`config.mk`:
```
export PLATFORM = sky130hd
export DESIGN_NAME = fetch_stage
export DESIGN_NICKNAME = d
export VERILOG_FILES = /design/src/rtl/mini_rv_pkg.sv /design/src/rtl/fetch_hold_buffer.sv /design/src/rtl/fetch_stage.sv
export SDC_FILE = /design/constraint.sdc
export NUM_CORES = 1
export LEC_CHECK = 0
export CAP_MARGIN = 20
export CORE_UTILIZATION = 51
export DETAILED_ROUTE_END_ITERATION = 16
export MAX_ROUTING_LAYER = met4
export PLACE_DENSITY = 0.8
export SLEW_MARGIN = 10
export SYNTH_ARGS = -nofsm -noshare
export SYNTH_HDL_FRONTEND = slang
export SYNTH_SLANG_ARGS = --single-unit
```
`constraint.sdc`:
```
create_clock -name clk -period 2.5 [get_ports clk]
set_input_delay 0.5 -clock clk [delete_from_list [all_inputs] [get_ports clk]]
set_output_delay 0.5 -clock clk [all_outputs]
set_load 0.005 [all_outputs]
```
`src/rtl/mini_rv_pkg.sv`:
```
// Shared types and constants for the mini RV fetch path.
package mini_rv_pkg;

  localparam int XLEN = 32;
  localparam logic [XLEN-1:0] NOP_INSTR = 32'h0000_0013;

  typedef struct packed {
    logic [XLEN-1:0] instr;
    logic [XLEN-1:0] pc;
    logic            valid;
  } fetch_word_t;

  // Instruction fetch is word-granular; low address bits are simply dropped.
  function automatic logic [XLEN-1:0] align_pc(input logic [XLEN-1:0] addr);
    return addr & {{(XLEN-2){1'b1}}, 2'b00};
  endfunction

endpackage

```
`src/rtl/fetch_hold_buffer.sv`:
```
// One-entry buffer that keeps the imem word dropped during a stall until the stall releases.
module fetch_hold_buffer
  import mini_rv_pkg::*;
(
  input  logic        clk,
  input  logic        reset,
  input  logic        capture,
  input  logic        drain,
  input  logic        flush,
  input  fetch_word_t word,
  output fetch_word_t held
);

  always_ff @(posedge clk) begin
    if (reset || flush) begin
      held <= '{instr: NOP_INSTR, pc: '0, valid: 1'b0};
    end else if (capture && word.valid && !held.valid) begin
      // First stalled cycle only; later stall cycles see a NOP from imem.
      held <= '{instr: word.instr, pc: word.pc, valid: 1'b1};
    end else if (drain) begin
      held.valid <= 1'b0;
    end
  end

endmodule

```
`src/rtl/fetch_stage.sv`:
```
// PC generator and IF/ID register in front of a 1-cycle registered instruction memory.
// Optional: define FETCH_MISALIGN_CHECK_EN to flag misaligned redirect targets.
module fetch_stage
  import mini_rv_pkg::*;
#(
  parameter logic [31:0] RESET_PC = 32'h0000_0000
) (
  input  logic        clk,
  input  logic        reset,
  input  logic        stall_i,
  input  logic        redirect_i,
  input  logic [31:0] redirect_pc_i,
  output logic [31:0] imem_addr_o,
  output logic        imem_stall_o,
  input  logic [31:0] imem_data_i,
  output logic [31:0] id_instr_o,
  output logic [31:0] id_pc_o,
  output logic        id_valid_o,
  output logic        fetch_misaligned_o
);

  logic [31:0] pc_q;
  logic [31:0] rsp_pc_q;
  logic        rsp_valid_q;
  logic [31:0] id_instr_q;
  logic [31:0] id_pc_q;
  logic        id_valid_q;
  logic        stall_only;
  logic        advance;
  fetch_word_t rsp_word;
  fetch_word_t held;

  assign stall_only   = stall_i & ~redirect_i;
  assign advance      = ~stall_i & ~redirect_i;
  assign imem_addr_o  = pc_q;
  assign imem_stall_o = stall_only;
  assign rsp_word     = '{instr: imem_data_i, pc: rsp_pc_q, valid: rsp_valid_q};

  fetch_hold_buffer u_hold (
    .clk     (clk),
    .reset   (reset),
    .capture (stall_only),
    .drain   (advance),
    .flush   (redirect_i),
    .word    (rsp_word),
    .held    (held)
  );

  always_ff @(posedge clk) begin
    if (reset) begin
      pc_q        <= RESET_PC;
      rsp_pc_q    <= '0;
      rsp_valid_q <= 1'b0;
      id_instr_q  <= NOP_INSTR;
      id_pc_q     <= '0;
      id_valid_q  <= 1'b0;
    end else if (redirect_i) begin
      // The word in flight and the word in ID are both wrong-path.
      pc_q        <= align_pc(redirect_pc_i);
      rsp_valid_q <= 1'b0;
      id_instr_q  <= NOP_INSTR;
      id_valid_q  <= 1'b0;
    end else if (stall_i) begin
      rsp_valid_q <= 1'b0;
    end else begin
      pc_q        <= pc_q + 32'd4;
      rsp_pc_q    <= pc_q;
      rsp_valid_q <= 1'b1;
      if (held.valid) begin
        id_instr_q <= held.instr;
        id_pc_q    <= held.pc;
        id_valid_q <= 1'b1;
      end else begin
        id_instr_q <= rsp_valid_q ? imem_data_i : NOP_INSTR;
        id_pc_q    <= rsp_pc_q;
        id_valid_q <= rsp_valid_q;
      end
    end
  end

  assign id_instr_o = id_instr_q;
  assign id_pc_o    = id_pc_q;
  assign id_valid_o = id_valid_q;

`ifdef FETCH_MISALIGN_CHECK_EN
  logic misaligned_q;

  always_ff @(posedge clk) begin
    if (reset) begin
      misaligned_q <= 1'b0;
    end else begin
      misaligned_q <= redirect_i & (redirect_pc_i[1:0] != 2'b00);
    end
  end

  assign fetch_misaligned_o = misaligned_q;
`else
  assign fetch_misaligned_o = 1'b0;
`endif

endmodule

```
==> summary.txt <==
Power
  • Switching power of the nets: 1.52 mW
  • Sw frac: between 20 and 25%
  • Power per cell area: 625 nW/um2
  • Gate power share: under 10%
  • Seq pwr share: 47.6%
  • Pint: 5.07 mW
  • Static leakage: between 3 and 4 nW
  • Clock network fraction of total power: 42.5%
  • Total power: 6.59 mW
  • Worst VDD drop: about 550 uV

Routing
  • DRT iter0 DRCs: 533
  • Post-route ant nets: 0
  • DR pass1 iterations: 6
  • Vias/cell: 5.62
  • DRC: 0
  • Routed WL: 20800 um
  • Vias: slightly below 8000
  • WL/cell: roughly 15 um

GRT
  • GRT overflow: 0
  • Vias in the first global route: 6705
  • Largest net degree at the start of global routing: 75
  • Global Route Usage Sum: 26.7%
  • Initial antenna violation count: 0
  • Global-route wire length before repair: 33600 um

Floorplanning
  • Die outline height: 127 um
  • Die ar.: 16200 um2
  • Initial Util: between 50 and 60%
  • Core ar.: between 15000 and 20000 um2
  • I/O Pins: 167
  • Die width: between 100 and 150 um
  • # rows: 45

Synth
  • Syn Inst Count: 1009
  • Seq/Total Area, Yosys: 46.9%
  • #FFs+latches synth: approximately 190
  • Number of synthesized flops with an enable pin: 0
  • Synth area leader: dfxtp_1
  • Warnings from Yosys: 0
  • Synth async-reset ratio: 0%
  • Ys flop type: dfxtp_1
  • Post-synth cell types: 59
  • Share of the synthesized area in the top cell type: between 40% and 50%
  • Largest cells by area after synthesis: dfxtp_1, nand2_1, a21oi_1
  • Avg Cell Area, Syn: roughly 7.9 um2
  • Post-synthesis cell area: 7990 um2

Timing
  • Fmax: 437 MHz
  • Unrepaired setup endpoints after global routing: false
  • Slew margin rel.: 49.0%
  • Clock skew: 0.00908 ns
  • Min Hold Slack: 0.453 ns
  • Final hold vios: 0
  • Worst Tran Pin Value: 0.765 ns
  • Tcrit/Tclk final: roughly 90%
  • Slew Limit Fails: 0
  • Final Critical Period: roughly 2.3 ns
  • Endpoints failing setup: 0
  • Setup TNS Final: 0 ns

Clock network
  • Clock Latency Late Sink: ~0.43 ns
  • Post-CTS sizing: 0
  • Setup Buffers After CTS: 0
  • CTS Buf Count: 17
  • H-tree depth: 4
  • CTS tree: built
  • Max clock buf depth: 2
  • Clk pin slew, worst setup/hold paths: ~0.06 ns
  • Hold-fix buffer count after cts: 0
  • CTS Sinks: 187
  • Root Buffer Master: clkbuf_16

Placement
  • IO buf count: 159
  • GPL Wtd Cong: around 0.91
  • Post-DP Area: 9940 um2
  • HPWL Detailed: 13700 um

Setup path
  • Data required, critical path: 2.00 ns
  • Crit path max fanout: 6
  • CP Class: in2out
  • CP arrival: between 1.5 and 2 ns
  • Critical Path Source Type: input port
  • Critical path capture point type: output pin

Final layout
  • Fillers: 1240
  • Final Cell Area: approximately 11000 um2
  • Share of post-route cells with drive strength above 1: 7.77%
  • Final #Nets: roughly 1200
  • Area Growth Syn to Fin: 32.1%
  • Fin util: between 60 and 70%
  • Diode count: 0

Job
  • Max-Cap Viols: 0

Status
  • Outcome: completed

Worst hold path
  • Hold Crit Class: reg2reg
through the flow:
step,instances,setup slack (ns)
finish,1369,0.212
global route,1369,0.174
CTS,1369,0.214
detailed placement,1339,0.0522
global placement,1339,0.0329
floorplan,1013,0.396
logic make-up (layout without fill, tap and decap cells):
family / after synthesis / count (layout) / share of synthesized area (%)
AO/OA/AOI/OAI: 238 / 238 / 17.6
XOR/XNOR: 9 / 9 / 0.987
adder cells (fa/ha/maj): 1 / 1 / 0.157
buffers and inverters: 95 / 240 / 4.92
flip-flops: 187 / 187 / 46.9
multiplexers: 31 / 31 / 3.88
other: 1 / 5 / 0.0469
AND/OR/NAND/NOR: 447 / 447 / 25.6
sequential cells by signal (all words and copies together), names as in the netlist:
register,flops
id_pc_o,30
id_instr_o,32
rsp_pc_q,30
u_hold.held,63
rsp_valid_q,1
imem_addr_o,30
id_valid_o,1
Yosys cell counts, drive strengths merged (7+ instances only):
cell type  number
a21oi         162
inv             8
a211oi         37
nand2         243
nor4           11
nand4          12
nand3          13
nor3            9
nand3b         30
buf            22
clkbuf         64
or4             7
mux2i          31
nor2           87
dfxtp         187
metal layers:
| layer | wire length, um | track usage [%] |
|---|---|---|
| met2 | 9820 | 41.2 |
| met3 | 1260 | 4.15 |
| met4 | 428 | 9.73 |
| met1 | 9330 | 35.4 |
| met5 | 0 | - |
power by group through the flow:
stage	logic, mW	registers, mW	clock network (mW)
after floorplan	0.276	3.20	0
after global placement	0.639	3.20	0
after detailed placement	0.645	3.20	0
after CTS	0.649	3.14	2.84
after global routing	0.702	3.15	2.96
final	0.650	3.14	2.81
path summary, 6_finish.rpt:
path | start | end | slack, ns | depth (start not counted)
max reg2reg | imem_addr_o[13]$_SDFFE_PP0P_ | imem_addr_o[22]$_SDFFE_PP0P_ | 0.42 | 4
max | redirect_i | imem_stall_o | 0.21 | 4
min | u_hold.held[60]$_SDFFE_PP0P_ | u_hold.held[60]$_SDFFE_PP0P_ | 0.45 | 2
min reg2reg | u_hold.held[60]$_SDFFE_PP0P_ | u_hold.held[60]$_SDFFE_PP0P_ | 0.45 | 2
cell type report:
cell class | count | area, um2 | area share, %
multi-input combinational | 731 | 3880 | 36.8
sequential | 187 | 3750 | 35.5
timing repair buffer | 201 | 2010 | 19.0
clock buffer | 21 | 480 | 4.55
tap | 211 | 264 | 2.50
clock inverter | 9 | 136 | 1.29
inverter | 9 | 33.8 | 0.320
cell usage in the layout, fill, tap and decap left out, types with 3 or more instances in the layout:
cell             count
nand2_1            242
dfxtp_1            186
a21oi_1            162
clkdlybuf4s50_1    157
nor2_1              86
a211oi_1            37
buf_4               33
mux2i_1             31
nand3b_1            30
clkbuf_16           17
nand3_1             12
nand4_1             11
nor4_1              11
nor3_1               9
buf_12               9
inv_1                8
xnor2_1              6
and4_1               6
or4_1                6
a31oi_1              6
o211ai_1             5
conb_1               5
nor2b_1              4
or2_2                4
and3_1               4
a221oi_1             4
or3_1                4
a2111oi_0            4
clkbuf_8             4
nand2b_1             3
o31ai_1              3
and2_1               3
xor2_1               3
bufinv_16            3
critical path, cell delays in order:
cell and delay (ns):
clkdlybuf4s50_1 0.45, buf_4 0.18, nor2b_1 0.15, clkdlybuf4s50_1 0.52
Note: power is estimated with default switching activity, not from simulation.
